`src/rtl/apb_req_arbiter.sv`:
```
// Two-requester APB master: round-robin arbitration in front of a single
// SETUP/ACCESS transfer engine with optional wait-state timeout.
module apb_req_arbiter #(
    parameter int unsigned TIMEOUT = 255
) (
    input  logic        PCLK,
    input  logic        PRESET,
    input  logic [1:0]  REQ,
    input  logic [63:0] REQ_ADDR,
    input  logic [1:0]  REQ_WRITE,
    input  logic [63:0] REQ_WDATA,
    input  logic [7:0]  REQ_SLOT,
    output logic [1:0]  ACK,
    output logic [31:0] RDATA,
    output logic        ERR,
    output logic        TOUT,
    output logic        BUSY,
    output logic [15:0] PSEL,
    output logic [31:0] PADDR,
    output logic        PWRITE,
    output logic        PENABLE,
    output logic [31:0] PWDATA,
    input  logic [31:0] PRDATA,
    input  logic        PREADY,
    input  logic        PSLVERR
);

    localparam logic [1:0] StIdle   = 2'd0;
    localparam logic [1:0] StSetup  = 2'd1;
    localparam logic [1:0] StAccess = 2'd2;

    localparam logic [7:0] TimeoutCnt = TIMEOUT[7:0];
    localparam bit         TimeoutEn  = (TIMEOUT != 0);

    logic [1:0]  state_q;
    logic        last_q;
    logic        gnt_q;
    logic [3:0]  slot_q;
    logic [7:0]  wait_q;
    logic [31:0] paddr_q;
    logic [31:0] pwdata_q;
    logic        pwrite_q;
    logic [31:0] rdata_q;
    logic [1:0]  ack_q;
    logic        err_q;
    logic        tout_q;

    logic [1:0]  req_eff;
    logic        grant_valid;
    logic        grant_idx;
    logic        timeout_hit;

    // A requester being acknowledged this cycle sits out one arbitration round.
    always_comb begin
        req_eff     = REQ & ~ack_q;
        grant_valid = |req_eff;
        grant_idx   = (req_eff == 2'b11) ? ~last_q : req_eff[1];
        timeout_hit = TimeoutEn && (wait_q == TimeoutCnt);
    end

    always_ff @(posedge PCLK) begin
        if (PRESET) begin
            state_q  <= StIdle;
            last_q   <= 1'b1;
            gnt_q    <= 1'b0;
            slot_q   <= 4'd0;
            wait_q   <= 8'd0;
            paddr_q  <= 32'd0;
            pwdata_q <= 32'd0;
            pwrite_q <= 1'b0;
            rdata_q  <= 32'd0;
            ack_q    <= 2'b00;
            err_q    <= 1'b0;
            tout_q   <= 1'b0;
        end else begin
            ack_q  <= 2'b00;
            err_q  <= 1'b0;
            tout_q <= 1'b0;
            case (state_q)
                StIdle: begin
                    if (grant_valid) begin
                        gnt_q    <= grant_idx;
                        last_q   <= grant_idx;
                        paddr_q  <= grant_idx ? REQ_ADDR[63:32]  : REQ_ADDR[31:0];
                        pwdata_q <= grant_idx ? REQ_WDATA[63:32] : REQ_WDATA[31:0];
                        slot_q   <= grant_idx ? REQ_SLOT[7:4]    : REQ_SLOT[3:0];
                        pwrite_q <= REQ_WRITE[grant_idx];
                        wait_q   <= 8'd0;
                        state_q  <= StSetup;
                    end
                end
                StSetup: begin
                    state_q <= StAccess;
                end
                StAccess: begin
                    if (PREADY) begin
                        ack_q   <= gnt_q ? 2'b10 : 2'b01;
                        err_q   <= PSLVERR;
                        if (!pwrite_q) begin
                            rdata_q <= PRDATA;
                        end
                        state_q <= StIdle;
                    end else if (timeout_hit) begin
                        ack_q   <= gnt_q ? 2'b10 : 2'b01;
                        err_q   <= 1'b1;
                        tout_q  <= 1'b1;
                        rdata_q <= 32'd0;
                        state_q <= StIdle;
                    end else begin
                        wait_q <= wait_q + 8'd1;
                    end
                end
                default: begin
                    state_q <= StIdle;
                end
            endcase
        end
    end

    always_comb begin
        PSEL = 16'd0;
        if (state_q != StIdle) begin
            PSEL[slot_q] = 1'b1;
        end
    end

    assign PENABLE = (state_q == StAccess);
    assign BUSY    = (state_q != StIdle);
    assign PADDR   = paddr_q;
    assign PWDATA  = pwdata_q;
    assign PWRITE  = pwrite_q;
    assign ACK     = ack_q;
    assign RDATA   = rdata_q;
    assign ERR     = err_q;
    assign TOUT    = tout_q;

endmodule

```
`config.mk`:
```
export PLATFORM = sky130hd
export DESIGN_NAME = apb_req_arbiter
export DESIGN_NICKNAME = d
export VERILOG_FILES = /design/src/rtl/apb_req_arbiter.sv
export SDC_FILE = /design/constraint.sdc
export NUM_CORES = 1
export LEC_CHECK = 0
export BUFFER_PORTS_ARGS = -buffer_cell sky130_fd_sc_hd__buf_2
export CAP_MARGIN = 10
export CORE_MARGIN = 1
export CORE_UTILIZATION = 35
export DETAILED_ROUTE_END_ITERATION = 12
export GPL_TIMING_DRIVEN = 0
export PLACE_DENSITY = 0.67
export SYNTH_ARGS = -nofsm -noshare
export SYNTH_HDL_FRONTEND = slang
export SYNTH_SLANG_ARGS = --single-unit
```
`constraint.sdc`:
```
create_clock -name PCLK -period 1.9 [get_ports PCLK]
set_input_delay 0.19 -clock PCLK [delete_from_list [all_inputs] [get_ports PCLK]]
set_output_delay 0.19 -clock PCLK [all_outputs]
set_load 0.01 [all_outputs]
```
==> flow_metrics.py, run 1 <==
metrics = {
    "logic_synthesis": {
        "synthTopCellsByCount": "sky130_fd_sc_hd__dfxtp_1, sky130_fd_sc_hd__a21oi_1, sky130_fd_sc_hd__o21ai_0",
        "share_of_flip_flops_with_an_asynchronous_set_or_reset_after_synthesis_pct": 0,
        "seq_area_frac_synth_pct": 48.61,
        "synth_top_area_cell": "sky130_fd_sc_hd__dfxtp_1",
        "synth_edf_count": 0,
        "number_of_distinct_standard_cells_referenced_by_the_synthesized_netlist": 46,
        "yosys-top-cells-area": "sky130_fd_sc_hd__dfxtp_1, sky130_fd_sc_hd__mux2i_1, sky130_fd_sc_hd__a21oi_1",
        "netlist_instances": 491,
        "synth.most_common_cell": "sky130_fd_sc_hd__dfxtp_1",
        "synthesis.yosys.warnings": 0,
        "synthFlopType": "sky130_fd_sc_hd__dfxtp_1",
        "syn_nets": 668,
        "yosys_register_bits": 117,
        "yosys.area.top_type_share_pct": 48.61,
        "post_synth.cell_area_avg_um2": 9.813,
        "synth.cell_area_mm2": 0.004818,
    },
    "global_routing": {
        "number_of_antenna_violations_at_the_first_check_in_global_routing": 0,
        "grt_overflow": 0,
        "first_pass_grt_wire_length_um": 23560,
        "track_usage_pct": 21.22,
        "grt_max_degree": 17,
        "vias_in_the_first_global_route": 4719,
    },
    "sta": {
        "grt_setup_unrepaired": "false",
        "hold_viol_final": 0,
        "maxSlewHeadroom_pct": 54.98,
        "fin_worst_skew_ns": 0.006944,
        "report.final.setup_viol": 0,
        "final_period_minus_worst_setup_slack_ns": 1.779,
        "setup_total_negative_slack_ns": 0,
        "finalCritPeriodShare_pct": 93.65,
        "worst-slew-pin-transition_ns": 0.6753,
        "slew_violations": 0,
        "achievable-frequency_mhz": 562.0,
    },
    "drt": {
        "wl_per_cell_um": 15.10,
        "route.detailed.vias_per_inst": 4.888,
        "vias": 4966,
        "drcViolationCount": 0,
        "dr.pass1.iters": 5,
        "wirelength_um": 15340,
        "ant_nets": 0,
        "detail_route.iter0.violations": 179,
    },
    "clock_tree": {
        "ctsHtreeMaxLevel": 4,
        "clock_pin_slew_on_the_worst_setup_and_hold_paths_ns": 0.05,
        "clock_tree.root_cell": "sky130_fd_sc_hd__clkbuf_16",
        "tritoncts": "yes",
        "cts_inserted_buffers": 17,
        "clockBufferDepth": 2,
        "tritoncts_num_sinks": 117,
        "latest_clock_arrival_within_the_worst_skew_pair_ns": 0.40,
    },
    "floorplan": {
        "die-width_um": 119.3,
        "design.die.area_mm2": 0.01424,
        "core_mm2": 0.01335,
        "std_cell_rows": 42,
        "die-height_um": 119.3,
        "initial_core_util_pct": 36.10,
        "ios": 295,
    },
    "final_layout": {
        "final_util_pct": 55.16,
        "antenna_cells": 0,
        "drive_gt1_share_pct": 42.86,
        "design.final.nets": 1004,
        "fill_cells": 1244,
        "area_growth_syn_to_layout_pct": 52.79,
    },
    "power_and_ir_drop": {
        "ir_worst_vdd_mv": 0.6774,
        "pwr_density_cell_mw_per_mm2": 1008,
        "total_leakage_power_nw": 3.796,
    },
    "setup_path": {
        "worstPathMaxFanout": 6,
        "setup.worst_path.end_class": "output pin",
        "path_class": "reg2out",
        "worstReg2RegStart": "wait_q[0]",
        "worst-endpoint-arrival_ns": 1.59,
        "timing.critical_path.from_type": "register",
        "cp.required_ns": 1.71,
        "setup.worst_path.start": "state_q[1]",
    },
    "place": {
        "io_buffers": 294,
        "post-dp-hpwl_um": 11290,
        "gp_routability_congestion": 0.8074,
    },
    "worst_hold_path": {
        "holdCritStartpoint": "PRDATA[1]",
        "worstHoldPathType": "in2reg",
    },
    "job": {
        "max-cap-violations": 0,
    },
    "run_status": {
        "status": "finished clean",
    },
}
[kinds of logic after synthesis]
logic type	count (synthesis)	share of synthesized area [%]
buffers and inverters	43	5.297
AO/OA/AOI/OAI	200	24.67
multiplexers	69	14.33
flip-flops	117	48.61
AND/OR/NAND/NOR	61	6.830
adder cells (fa/ha/maj)	1	0.2596
[stage by stage]
step | instance area (um^2) | std cells | setup WS (ns) | total power, mW | hold WS (ns)
after floorplan | 4818 | 491 | 0.3690 | 3.506 | 0.2809
after global placement | 6510 | 961 | 0.1089 | 4.075 | 0.4000
after detailed placement | 6510 | 961 | 0.07880 | 4.082 | 0.3993
after CTS | 7348 | 1015 | 0.07352 | 7.481 | 0.000008632
after global routing | 7362 | 1016 | 0.0001465 | 7.744 | 0.002204
final | 7362 | 1016 | 0.1207 | 7.422 | 0.01728
[registers in the layout, indices dropped and copies added, names as in the netlist]
| signal | flops |
|---|---|
| slot_q | 4 |
| gnt_q | 1 |
| PADDR | 32 |
| last_q | 1 |
| PWRITE | 1 |
| state_q | 2 |
| PWDATA | 32 |
| wait_q | 8 |
| ERR | 1 |
| RDATA | 32 |
| ACK | 2 |
| TOUT | 1 |
[cell usage in the layout (no fill, tap or decap), types with 4 or more instances in the layout]
master,n
sky130_fd_sc_hd__clkbuf_1,18
sky130_fd_sc_hd__a22o_1,32
sky130_fd_sc_hd__inv_1,5
sky130_fd_sc_hd__nor2_1,22
sky130_fd_sc_hd__nand3_1,4
sky130_fd_sc_hd__bufinv_16,4
sky130_fd_sc_hd__dlygate4sd3_1,23
sky130_fd_sc_hd__nor3_1,5
sky130_fd_sc_hd__clkbuf_16,17
sky130_fd_sc_hd__buf_2,303
sky130_fd_sc_hd__nand2_1,8
sky130_fd_sc_hd__buf_6,10
sky130_fd_sc_hd__o21ai_0,73
sky130_fd_sc_hd__nand2b_1,5
sky130_fd_sc_hd__mux2i_1,69
sky130_fd_sc_hd__dfxtp_1,117
sky130_fd_sc_hd__a21oi_1,75
[critical path, stage by stage (launching register included)]
cell and delay [ns]:
sky130_fd_sc_hd__dfxtp_1 0.38, sky130_fd_sc_hd__nor2_2 0.10, sky130_fd_sc_hd__or3_1 0.39, sky130_fd_sc_hd__nor3_1 0.15, sky130_fd_sc_hd__buf_2 0.15
[repair_timing]
action | in CTS | in global routing
hold endpoints to repair | 22 | 1
setup buffers | 0 | 0
setup endpoints to repair | 0 | 5
hold buffers | 22 | 1
gates resized for setup | 0 | 6
[where the power goes]
group / switching [mW] / internal (mW)
Clock: 1.09 / 2.26
Sequential: 0.118 / 2.67
Combinational: 0.699 / 0.583
Total: 1.91 / 5.51
[cell type report]
type	instances	area, um^2	area share (%)
Inverter	5	18.77	0.2549
Clock buffer	23	467.9	6.356
Clock inverter	9	150.1	2.039
Buffer	38	240.2	3.263
Multi-Input combinational cell	331	2221	30.17
Sequential cell	117	2342	31.82
Timing Repair Buffer	317	1702	23.11
Tap cell	176	220.2	2.991
[layer usage]
metal	vias up	wire (um)	global-route usage [%]
li1	2489	-	-
met1	2270	6535	24.64
met2	194	7558	36.52
met3	13	1089	6.992
met4	0	157	7.109
met5	-	0	0
[final timing paths]
kind / end / slack (ns) / depth (start not counted)
max: PSEL[0] / 0.12 / 4
min: RDATA[1] / 0.02 / 2
max reg2reg: RDATA[22] / 0.12 / 6
min reg2reg: ACK[0] / 0.41 / 1
(Power assumes the default switching activity.)
==> run 2, diff against run 1 <==
--- a/config.mk
+++ b/config.mk
@@ -15,3 +15,4 @@
 export SYNTH_ARGS = -nofsm -noshare
 export SYNTH_HDL_FRONTEND = slang
 export SYNTH_SLANG_ARGS = --single-unit
+export TNS_END_PERCENT = 50
==> constraint.sdc (replaced) <==
create_clock -name PCLK -period 1.9 [get_ports PCLK]
set_input_delay 0.095 -clock PCLK [delete_from_list [all_inputs] [get_ports PCLK]]
set_output_delay 0.095 -clock PCLK [all_outputs]
set_load 0.01 [all_outputs]
==> flow_metrics.py, run 2 (synthesis results as in run 1) <==
metrics = {
    "clock_tree": {
        "tritoncts_num_sinks": 117,
        "latest_clock_arrival_within_the_worst_skew_pair_ns": 0.41,
        "cts_inserted_buffers": 17,
        "ctsHtreeMaxLevel": 4,
        "clockBufferDepth": 2,
        "clock_tree.root_cell": "sky130_fd_sc_hd__clkbuf_16",
        "clock_pin_slew_on_the_worst_setup_and_hold_paths_ns": 0.05,
        "tritoncts": "yes",
    },
    "sta": {
        "slew_violations": 0,
        "hold_viol_final": 0,
        "finalCritPeriodShare_pct": 94.28,
        "achievable-frequency_mhz": 558.2,
        "fin_worst_skew_ns": 0.006948,
        "final_period_minus_worst_setup_slack_ns": 1.791,
        "report.final.setup_viol": 0,
        "maxSlewHeadroom_pct": 54.87,
        "setup_ws_ns": 0.1086,
        "worst-slew-pin-transition_ns": 0.6725,
        "grt_setup_unrepaired": "true",
    },
    "power_and_ir_drop": {
        "total_leakage_power_nw": 4.308,
        "ir_worst_vdd_mv": 0.6875,
        "pwr_density_cell_mw_per_mm2": 893.8,
    },
    "floorplan": {
        "design.die.area_mm2": 0.01424,
        "die-width_um": 119.3,
        "core_mm2": 0.01335,
        "std_cell_rows": 42,
        "ios": 295,
        "initial_core_util_pct": 36.10,
        "die-height_um": 119.3,
    },
    "run_status": {
        "status": "finished clean",
    },
    "drt": {
        "detail_route.iter0.violations": 246,
        "route.detailed.vias_per_inst": 5.003,
        "vias": 5713,
        "wl_per_cell_um": 16.29,
        "ant_nets": 0,
        "drcViolationCount": 0,
        "dr.pass1.iters": 5,
        "wirelength_um": 18610,
    },
    "final_layout": {
        "design.final.nets": 1128,
        "fill_cells": 1048,
        "sequential_cell_area_in_the_final_layout_mm2": 0.002342,
        "final_util_pct": 64.47,
        "area_occupied_by_multi_input_gates_mm2": 0.002221,
        "layout.cell_area.non_filler_mm2": 0.008606,
        "most_common_library_cell_in_the_layout_ignoring_fill_and_taps": "sky130_fd_sc_hd__buf_2",
        "area_growth_syn_to_layout_pct": 78.60,
        "drive_gt1_share_pct": 37.14,
        "most-common-layout-cells": "sky130_fd_sc_hd__buf_2, sky130_fd_sc_hd__dlygate4sd3_1, sky130_fd_sc_hd__dfxtp_1",
    },
    "global_routing": {
        "track_usage_pct": 25.40,
        "vias_in_the_first_global_route": 5798,
        "grt_overflow": 0,
        "first_pass_grt_wire_length_um": 28230,
        "grt_max_degree": 17,
        "number_of_antenna_violations_at_the_first_check_in_global_routing": 2,
    },
    "setup_path": {
        "cp.required_ns": 2.16,
        "worst_reg2reg_setup_slack_ns": 0.11,
        "worstPathMaxFanout": 10,
        "path_class": "reg2reg",
        "timing.critical_path.from_type": "register",
        "worst-endpoint-arrival_ns": 2.06,
        "setup.worst_path.end_class": "register",
    },
    "place": {
        "io_buffers": 294,
        "gp_routability_congestion": 0.8074,
        "post-dp-hpwl_um": 11290,
        "placed_cell_area_mm2": 0.006510,
        "dp_worst_setup_slack_ns": 0.07880,
    },
    "worst_hold_path": {
        "worstHoldPathType": "in2reg",
    },
    "job": {
        "max-cap-violations": 0,
    },
}
==> run 2: metrics by stage <==
stage / total power, mW / TNS [ns] / instances / hold WS (ns)
6_report: 7.692 / 0 / 1142 / 0.01119
3_5_place_dp: 4.082 / 0 / 961 / 0.3166
5_1_grt: 7.976 / -0.05741 / 1142 / 0.004648
2_1_floorplan: 3.506 / 0 / 491 / 0.1859
4_1_cts: 7.679 / 0 / 1140 / 0.0002113
3_3_place_gp: 4.075 / 0 / 961 / 0.3206
==> run 2: where the power goes <==
part | internal (mW) | total, mW | switching, mW | leakage (nW)
Combinational | 0.749 | 1.53 | 0.776 | 3.05
Clock | 2.26 | 3.37 | 1.11 | 0.297
Sequential | 2.67 | 2.80 | 0.126 | 0.962
==> run 2: final timing paths <==
check / startpoint / endpoint / cells past startpoint
worst max-delay path: state_q[1] / PWDATA[5] / 5
worst min-delay path: REQ_ADDR[26] / PADDR[26] / 3
worst min register to register: gnt_q / ACK[0] / 1
worst max register to register: state_q[1] / PWDATA[5] / 5
==> run 2: cell type report <==
class | count | share of cell area (%)
multi-input cells | 331 | 25.81
diodes | 2 | 0.05816
flip-flops and latches | 117 | 27.22
clock buffers | 23 | 5.438
plain buffers | 38 | 2.762
repair buffers | 441 | 34.20
well taps | 176 | 2.559
clock inverters | 9 | 1.745
inverters | 5 | 0.2181
==> run 2: layer usage <==
layer | part of all wire (%) | up-vias | global-route usage [%]
met5 | 0 | - | 0
li1 | - | 2733 | -
met4 | 3.2 | 0 | 13.20
met3 | 7.2 | 59 | 7.184
met2 | 50 | 304 | 44.51
met1 | 39 | 2617 | 27.77
==> run 2: critical path, stage by stage, from the launching register on <==
cell and delay (ns):
sky130_fd_sc_hd__dfxtp_1 0.34, sky130_fd_sc_hd__nor2_2 0.27, sky130_fd_sc_hd__o21a_1 0.26, sky130_fd_sc_hd__buf_4 0.20, sky130_fd_sc_hd__buf_1 0.44, sky130_fd_sc_hd__a21oi_1 0.13
==> run 2: timing repair <==
item,4_1_cts,5_1_grt
endpoints found under the hold margin,94,0
gates resized for setup,0,3
hold buffers,147,0
setup endpoints to repair,0,5
setup buffers,0,0
==> run 3, diff against run 2 <==
--- a/config.mk
+++ b/config.mk
@@ -12,6 +12,7 @@
 export DETAILED_ROUTE_END_ITERATION = 12
 export GPL_TIMING_DRIVEN = 0
 export PLACE_DENSITY = 0.67
+export RECOVER_POWER = 50
 export SYNTH_ARGS = -nofsm -noshare
 export SYNTH_HDL_FRONTEND = slang
 export SYNTH_SLANG_ARGS = --single-unit
==> flow_metrics.py, run 3 (synthesis results as in run 1) <==
metrics = {
    "worst_hold_path": {
        "worstHoldPathType": "in2reg",
    },
    "final_layout": {
        "most_common_library_cell_in_the_layout_ignoring_fill_and_taps": "sky130_fd_sc_hd__buf_2",
        "most-common-layout-cells": "sky130_fd_sc_hd__buf_2, sky130_fd_sc_hd__dlygate4sd3_1, sky130_fd_sc_hd__clkbuf_1",
        "area_growth_syn_to_layout_pct": 75.98,
        "fill_cells": 1118,
        "drive_gt1_share_pct": 26.66,
        "design.final.nets": 1128,
        "final_cells": 1142,
    },
    "power_and_ir_drop": {
        "total_leakage_power_nw": 3.913,
        "post-layout-total-power_mw": 7.647,
        "ir_worst_vdd_mv": 0.6824,
        "pwr_density_cell_mw_per_mm2": 901.9,
    },
    "global_routing": {
        "vias_in_the_first_global_route": 5798,
        "first_pass_grt_wire_length_um": 28230,
        "track_usage_pct": 25.40,
        "grt_max_degree": 17,
        "grt.busiest_layer": "met2",
        "grt_use_met1_pct": 27.77,
        "gr_met2_demand_resource_pct": 44.51,
        "groute.layer.met3.usage_pct": 7.184,
        "grt_overflow": 0,
        "number_of_antenna_violations_at_the_first_check_in_global_routing": 2,
    },
    "place": {
        "placed_cells": 961,
        "io_buffers": 294,
        "post-dp-hpwl_um": 11290,
        "gp_routability_congestion": 0.8074,
    },
    "clock_tree": {
        "tritoncts": "yes",
        "latest_clock_arrival_within_the_worst_skew_pair_ns": 0.41,
        "clockBufferDepth": 2,
        "ctsHtreeMaxLevel": 4,
        "clock_pin_slew_on_the_worst_setup_and_hold_paths_ns": 0.05,
        "clock_tree.root_cell": "sky130_fd_sc_hd__clkbuf_16",
        "cts_inserted_buffers": 17,
        "tritoncts_num_sinks": 117,
    },
    "setup_path": {
        "timing.critical_path.from_type": "register",
        "critical_path.top_delay_family": "buffers and inverters",
        "cell_by_cell_listing_of_the_critical_path": "nor2_2 > o21a_1 > buf_4 > buf_1 > a21oi_1",
        "worstPathMaxFanout": 10,
        "cp.required_ns": 2.17,
        "setup.worst_path.end_class": "register",
        "path_class": "reg2reg",
        "worst-endpoint-arrival_ns": 2.03,
        "critPathSlowestCell": "sky130_fd_sc_hd__buf_1",
        "timing.critical_path.slowest_cell_delay_ns": 0.42,
        "cp_num_buf_inv": 2,
    },
    "sta": {
        "slew_violations": 0,
        "report.final.setup_viol": 0,
        "hold_viol_final": 0,
        "achievable-frequency_mhz": 567.0,
        "finalCritPeriodShare_pct": 92.82,
        "maxSlewHeadroom_pct": 54.88,
        "setup_total_negative_slack_ns": 0,
        "fin_worst_skew_ns": 0.006414,
        "worst-slew-pin-transition_ns": 0.6723,
        "final_period_minus_worst_setup_slack_ns": 1.764,
        "grt_setup_unrepaired": "true",
    },
    "floorplan": {
        "die-height_um": 119.3,
        "std_cell_rows": 42,
        "ios": 295,
        "core_mm2": 0.01335,
        "design.die.area_mm2": 0.01424,
        "initial_core_util_pct": 36.10,
        "die-width_um": 119.3,
    },
    "drt": {
        "route.detailed.vias_per_inst": 5.009,
        "vias": 5720,
        "dr.pass1.iters": 4,
        "wl_per_cell_um": 16.29,
        "wirelength_um": 18610,
        "ant_nets": 0,
        "detail_route.iter0.violations": 265,
        "drcViolationCount": 0,
    },
    "job": {
        "max-cap-violations": 0,
    },
    "run_status": {
        "status": "finished clean",
    },
}
==> run 3: cell count changes in the layout (fill, tap and decap cells not counted) <==
| cell | delta |
|---|---|
| sky130_fd_sc_hd__buf_2 | -101 |
| sky130_fd_sc_hd__clkbuf_1 | +101 |
==> run 3: area by class of cell <==
class                   instances  area, um^2  share of cell area [%]
repair buffers                441        2816                   33.22
flip-flops and latches        117        2342                   27.62
multi-input cells             331        2221                   26.19
clock buffers                  23       467.9                   5.519
plain buffers                  38       237.7                   2.804
well taps                     176       220.2                   2.597
clock inverters                 9       150.1                   1.771
inverters                       5       18.77                  0.2213
diodes                          2       5.005                 0.05902
==> run 3: metrics by stage <==
stage          instance area (um^2)  worst slack, ns  utilization (%)  hold slack, ns
2_1_floorplan                  4818           0.3690                -          0.1859
3_3_place_gp                   6510           0.1089            48.77          0.3206
3_5_place_dp                   6510          0.07880            48.77          0.3166
4_1_cts                        8600          0.07352            64.43       0.0002113
5_1_grt                        8479         -0.01653            63.53        0.003526
6_report                       8479           0.1365            63.53         0.01118
==> run 3: worst paths after layout <==
check / startpoint / end / slack, ns / depth (start not counted)
max: state_q[1] / PWDATA[5] / 0.14 / 5
min reg2reg: gnt_q / ACK[0] / 0.41 / 1
max reg2reg: state_q[1] / PWDATA[5] / 0.14 / 5
min: REQ_ADDR[13] / PADDR[13] / 0.01 / 3
==> run 3: worst reg2reg max path, cell delays in order (launching register included) <==
cell and delay, ns:
sky130_fd_sc_hd__dfxtp_1 0.34, sky130_fd_sc_hd__nor2_2 0.27, sky130_fd_sc_hd__o21a_1 0.26, sky130_fd_sc_hd__buf_4 0.21
sky130_fd_sc_hd__buf_1 0.43, sky130_fd_sc_hd__a21oi_1 0.12
==> run 3: what timing repair did <==
item                                    in CTS  in global routing
hold buffers                               147                  0
hold endpoints to repair                    94                  0
resized for setup                            0                  3
setup buffers                                0                  0
endpoints found under the setup margin       0                  5
==> run 3: per-layer routing <==
layer / vias to the layer above / part of all wire, %
met1: 2616 / 40
met3: 59 / 7.1
li1: 2741 / -
met5: - / 0
met2: 304 / 50
met4: 0 / 3.1
==> run 3: report_power, final <==
group	internal (mW)	total [mW]	switching (mW)
combinational	0.697	1.47	0.774
clock	2.26	3.37	1.11
sequential	2.67	2.81	0.131
